[src/rtl/packet_transmitter_if.sv]
// Packet transmitter bundle: parallel packet handshake plus framed link output.
// Latency: none (wires only).
// Backpressure: in_ready from the slave gates acceptance of in_valid.
//
// Ports (signals in the bundle):
//   in_valid  packet offered on in_dest/in_data
//   in_ready  transmitter can accept a packet this cycle
//   in_dest   destination byte, first body byte of the frame
//   in_data   payload, 8*DATA_BYTES wide, sent MSB byte first
//   out_byte  registered link byte, 0x00 when idle
//   busy      high in every cycle out_byte carries a frame byte
interface packet_transmitter_if #(
    parameter int DATA_BYTES = 4
);
    logic                    in_valid;
    logic                    in_ready;
    logic [7:0]              in_dest;
    logic [8*DATA_BYTES-1:0] in_data;
    logic [7:0]              out_byte;
    logic                    busy;

    // Packet source side
    modport master (
        output in_valid,
        output in_dest,
        output in_data,
        input  in_ready,
        input  out_byte,
        input  busy
    );

    // Transmitter side
    modport slave (
        input  in_valid,
        input  in_dest,
        input  in_data,
        output in_ready,
        output out_byte,
        output busy
    );
endinterface

[src/rtl/packet_transmitter.sv]
// Byte-stream framer: FLAG, dest, data MSB-first, FLAG; body FLAG/ESC bytes escaped.
// Latency: accept in cycle N -> opening FLAG on out_byte in cycle N+1.
// Backpressure: in_ready only while idle; in_valid held during a frame waits.
//
// Ports:
//   clk   clock, all state on rising edge
//   rst   asynchronous active-high reset
//   bus   packet_transmitter_if.slave (in_valid/in_ready/in_dest/in_data in,
//         out_byte/busy out)
module packet_transmitter #(
    parameter int         DATA_BYTES = 4,
    parameter logic [7:0] FLAG       = 8'h7E,
    parameter logic [7:0] ESC        = 8'h7D
) (
    input  logic                 clk,
    input  logic                 rst,
    packet_transmitter_if.slave  bus
);
    localparam int BODY_BYTES = DATA_BYTES + 1;
    localparam int SR_W       = 8 * BODY_BYTES;
    localparam int IDX_W      = $clog2(DATA_BYTES + 2);

    // The state names what out_byte is showing in the current cycle:
    //   ST_IDLE  0x00 on the line
    //   ST_SOF   opening FLAG
    //   ST_BODY  a body byte (plain, or the XORed half of an escape pair)
    //   ST_ESCB  the ESC prefix; the byte it escapes is still at the top of sreg
    //   ST_EOF   closing FLAG
    // Keeping the output register and the state in lockstep gives the
    // one-cycle accept-to-FLAG latency with a fully registered link byte.
    typedef enum logic [2:0] {
        ST_IDLE,
        ST_SOF,
        ST_BODY,
        ST_ESCB,
        ST_EOF
    } state_t;

    state_t            state_q, state_d;
    logic [7:0]        out_q, out_d;
    logic [IDX_W-1:0]  idx_q, idx_d;      // body bytes fully sent
    logic [SR_W-1:0]   sreg_q, sreg_d;    // {dest, data}, top byte is next to send

    logic [7:0] cur;
    logic       body_done;
    logic       cur_special;

    assign cur         = sreg_q[SR_W-1 -: 8];
    assign body_done   = (idx_q == IDX_W'(BODY_BYTES));
    assign cur_special = (cur == FLAG) || (cur == ESC);

    always_comb begin
        state_d = state_q;
        out_d   = 8'h00;
        idx_d   = idx_q;
        sreg_d  = sreg_q;

        case (state_q)
            ST_IDLE: begin
                if (bus.in_valid) begin
                    state_d = ST_SOF;
                    out_d   = FLAG;
                    sreg_d  = {bus.in_dest, bus.in_data};
                    idx_d   = '0;
                end
            end

            // After the opening flag or a finished body byte, pick the next
            // body byte, or close the frame once every body byte is out.
            ST_SOF, ST_BODY: begin
                if (body_done) begin
                    state_d = ST_EOF;
                    out_d   = FLAG;
                end else if (cur_special) begin
                    // Hold cur in place; it goes out XORed on the next cycle.
                    state_d = ST_ESCB;
                    out_d   = ESC;
                end else begin
                    state_d = ST_BODY;
                    out_d   = cur;
                    sreg_d  = sreg_q << 8;
                    idx_d   = idx_q + IDX_W'(1);
                end
            end

            ST_ESCB: begin
                state_d = ST_BODY;
                out_d   = cur ^ 8'h20;
                sreg_d  = sreg_q << 8;
                idx_d   = idx_q + IDX_W'(1);
            end

            ST_EOF: begin
                // Always return through IDLE so at least one 0x00 separates
                // frames and flags are never shared.
                state_d = ST_IDLE;
                out_d   = 8'h00;
            end

            default: begin
                state_d = ST_IDLE;
                out_d   = 8'h00;
            end
        endcase
    end

    always_ff @(posedge clk or posedge rst) begin
        if (rst) begin
            state_q <= ST_IDLE;
            out_q   <= 8'h00;
            idx_q   <= '0;
            sreg_q  <= '0;
        end else begin
            state_q <= state_d;
            out_q   <= out_d;
            idx_q   <= idx_d;
            sreg_q  <= sreg_d;
        end
    end

    assign bus.in_ready = (state_q == ST_IDLE);
    assign bus.busy     = (state_q != ST_IDLE);
    assign bus.out_byte = out_q;

endmodule

[src/flat_wrapper.sv]
// flat-port wrapper written by rule: the top's interface ports become plain ports
module packet_transmitter_flat 
#(
    parameter int         DATA_BYTES = 4,
    parameter logic [7:0] FLAG       = 8'h7E,
    parameter logic [7:0] ESC        = 8'h7D
)
  (clk, rst, bus_in_valid, bus_in_dest, bus_in_data, bus_in_ready, bus_out_byte, bus_busy);
  packet_transmitter_if #(.DATA_BYTES(DATA_BYTES)) bus_i ();
  input  logic clk;
  input  logic rst;
  input wire logic [$bits(bus_i.in_valid)-1:0] bus_in_valid;
  input wire logic [$bits(bus_i.in_dest)-1:0] bus_in_dest;
  input wire logic [$bits(bus_i.in_data)-1:0] bus_in_data;
  output wire logic [$bits(bus_i.in_ready)-1:0] bus_in_ready;
  output wire logic [$bits(bus_i.out_byte)-1:0] bus_out_byte;
  output wire logic [$bits(bus_i.busy)-1:0] bus_busy;
  assign bus_i.in_valid = bus_in_valid;
  assign bus_i.in_dest = bus_in_dest;
  assign bus_i.in_data = bus_in_data;
  assign bus_in_ready = bus_i.in_ready;
  assign bus_out_byte = bus_i.out_byte;
  assign bus_busy = bus_i.busy;
  packet_transmitter #(.DATA_BYTES(DATA_BYTES), .FLAG(FLAG), .ESC(ESC)) u_core (.clk(clk), .rst(rst), .bus(bus_i));
endmodule
[config.mk]
export PLATFORM = sky130hd
export DESIGN_NAME = packet_transmitter_flat
export DESIGN_NICKNAME = d
export VERILOG_FILES = /design/src/rtl/packet_transmitter_if.sv /design/src/rtl/packet_transmitter.sv /design/src/flat_wrapper.sv
export SDC_FILE = /design/constraint.sdc
export NUM_CORES = 1
export LEC_CHECK = 0
export CORE_MARGIN = 3
export CORE_UTILIZATION = 40
export CTS_CLUSTER_DIAMETER = 40
export DETAILED_ROUTE_END_ITERATION = 8
export PLACE_DENSITY_LB_ADDON = 0.05
export SLEW_MARGIN = 30
export SYNTH_ARGS = -nofsm -noshare
export SYNTH_HDL_FRONTEND = slang
export SYNTH_SLANG_ARGS = --single-unit
[constraint.sdc]
create_clock -name clk -period 2.4 [get_ports clk]
set_input_delay 0.24 -clock clk [delete_from_list [all_inputs] [get_ports clk]]
set_output_delay 0.24 -clock clk [all_outputs]
set_load 0.02 [all_outputs]
==> impl_metrics.py <==
metrics = {
    "run_status": {
        "status": "completed",
    },
    "floorplan": {
        "die_y_um": 89.5,
        "chipWidth_um": 89.5,
        "placementRows": 29,
        "start_util_pct": 42.4,
        "dieArea_um2": 8010,
        "core_area_um2": 6570,
        "ioPinCount": 53,
    },
    "final_layout": {
        "syn_to_final_growth_pct": 24.5,
        "final_cell_mix": "dfrtp_1 (54), clkdlybuf4s50_1 (52), mux2_4 (28), mux2_2 (25), nand2_1 (20)",
        "num_antenna_cells": 0,
        "layout.nets": 310,
        "drive_above_1_share_pct": 25.9,
        "final_common_cell": "dfrtp_1",
    },
    "route": {
        "postRouteAntennaNets": 0,
        "wl_per_cell_um": 14.1,
        "via_count": 1689,
        "first_pass_iters": 4,
        "drt_iter0_markers": 42,
        "drc_errors": 0,
        "detail_route.vias_per_cell": 4.70,
        "routed_wl_um": 5050,
    },
    "synth": {
        "synth_fp_nets": 260,
        "synthCells": 215,
        "avgSynthCellArea_um2": 13.0,
        "yosys-top-cells-area": "dfrtp_1 (48%), mux2_4 (15%), mux2_2 (10%)",
        "synth_largest_area_cell": "dfrtp_1",
        "yosys_warnings": 0,
        "synth-main-ff-cell": "dfrtp_1",
        "synth_top_area_share_pct": 48.5,
        "ys_ff_latch": 54,
        "synth-edff-count": 0,
        "ys_seq_area_share_pct": 48.5,
        "synth.distinct_cells": 34,
        "async_reset_ff_share_pct": 100,
        "synth_area_um2": 2790,
    },
    "power": {
        "powerDensity_nw_per_um2": 1320,
        "p_total_mw": 4.57,
        "comb_power_share_pct": 51.8,
        "vdd_drop_max_mv": 0.503,
        "switching_share_pct": 33.6,
        "pwr-share-seq_pct": 35.2,
        "power.leakage_nw": 1.61,
        "net-switching-power_mw": 1.54,
        "p_int_mw": 3.04,
        "clkPwrFrac_pct": 13.0,
    },
    "sta": {
        "timing.final.crit_share_pct": 89.5,
        "hold_viol": 0,
        "skew_ns": 0.00894,
        "timing.fmax_mhz": 466,
        "min_period_ns": 2.15,
        "finalSetupViolCount": 0,
        "drv_slew": 0,
        "relSlewSlack_pct": 61.6,
        "worst_pin_slew_ns": 0.575,
        "rsz0062_at_grt": "no",
        "fin_setup_tns_ns": 0,
    },
    "global_routing": {
        "antenna_found_initial": 0,
        "grt_start_max_net_pins": 54,
        "grt.overflow.total": 0,
        "grt_pass1_vias": 1685,
        "grt_usage_pct": 13.8,
        "grt_pass1_wl_um": 8350,
    },
    "cts": {
        "cts_max_level": 2,
        "cts_max_path_buffers": 2,
        "clk_latency_ns": 0.31,
        "cts-hold-fix-buffers": 0,
        "ctsResizeCount": 0,
        "cts_buffers": 5,
        "cts-root-buf": "clkbuf_8",
        "clkSinkCount": 54,
        "cts_tree": "built",
        "clk_pin_slew_worst_paths_ns": 0.09,
        "cts_setup_buffers": 0,
    },
    "setup_path": {
        "crit_type": "reg -> out",
        "critPathCaptureType": "output port",
        "cp_data_arrival_time_ns": 1.91,
        "crit_required_ns": 2.16,
        "crit_fanout": 11,
        "startpoint_type": "flip-flop",
    },
    "place": {
        "gp_congestion": 0.678,
        "port_buffers": 52,
        "hpwl_um": 3530,
    },
    "min_path": {
        "hold_class": "in -> async",
    },
    "run": {
        "cap_violations": 0,
    },
}
[per-stage QoR]
step                hold WS [ns]  cell area, um^2  utilization, %  instances  setup slack [ns]
floorplan                  0.373             2790               -        215             0.587
global placement           0.486             3360            51.2        351             0.466
detailed placement         0.494             3360            51.2        351             0.432
CTS                        0.324             3470            52.8        359             0.220
global route               0.369             3470            52.8        359             0.117
finish                     0.308             3470            52.8        359             0.253
[synth_stat cells, drive strengths merged (2+ instances only)]
cell type,instances
inv,16
clkbuf,2
nor2,6
buf,10
nand2,20
o21ai,12
mux2,53
ha,2
xnor2,2
o31ai,2
dfrtp,54
nor3,3
a21oi,7
mux2i,14
[worst paths after layout]
kind | cells past startpoint | to | startpoint | slack [ns]
setup reg to reg | 6 | u_core.sreg_q[29] | u_core.idx_q[0] | 0.43
hold / removal | 2 | u_core.sreg_q[22] | rst | 0.31
max in group asynchronous | 3 | u_core.bus.out_byte[3] | rst | 1.54
min in group clk | 3 | u_core.sreg_q[4] | bus_in_data[4] | 0.47
setup / recovery | 2 | bus_in_ready | u_core.state_q[1] | 0.25
hold reg to reg | 1 | u_core.sreg_q[31] | u_core.sreg_q[31] | 0.51
[registers in the layout, indices dropped and copies added (netlist names)]
signal / count
u_core.bus.out_byte: 8
u_core.state_q: 3
u_core.sreg_q: 40
u_core.idx_q: 3
[layout make-up]
class / count / area, um^2
clock buffer: 7 / 76.3
timing repair buffer: 55 / 581
inverter: 16 / 60.1
sequential: 54 / 1350
fill: 587 / 3100
clock inverter: 1 / 30.0
tap: 93 / 116
multi-input combinational: 133 / 1250
[worst max-delay path, cell delays in order, from the launching register on]
cell	delay, ns
dfrtp_1	0.56
nor3_1	0.37
clkdlybuf4s50_1	0.68
[power groups by stage]
stage          Sequential (mW)  Clock [mW]  Combinational (mW)
3_3_place_gp              1.63           0                2.38
5_1_grt                   1.67       0.655                2.58
6_report                  1.61       0.595                2.37
3_5_place_dp              1.63           0                2.40
4_1_cts                   1.62       0.621                2.40
2_1_floorplan             1.59           0                1.97
[kinds of logic after synthesis]
family	count (synthesis)	share of synthesized area, %
mux	67	30.2
flops	54	48.5
compound gates	28	7.72
buf+inv	28	6.51
fa+ha+maj	2	0.898
xor+xnor	2	0.898
simple gates	34	5.30
[routing by layer]
layer	wire [um]	vias to the layer above	share of wire (%)	GRT usage, %
met5	0	-	0	0
met4	87	0	1.7	5.28
met3	304	8	6.0	3.96
met2	2190	40	43	19.8
met1	2470	799	49	19.6
li1	-	842	-	-
Note: power is estimated with default switching activity, not from simulation.
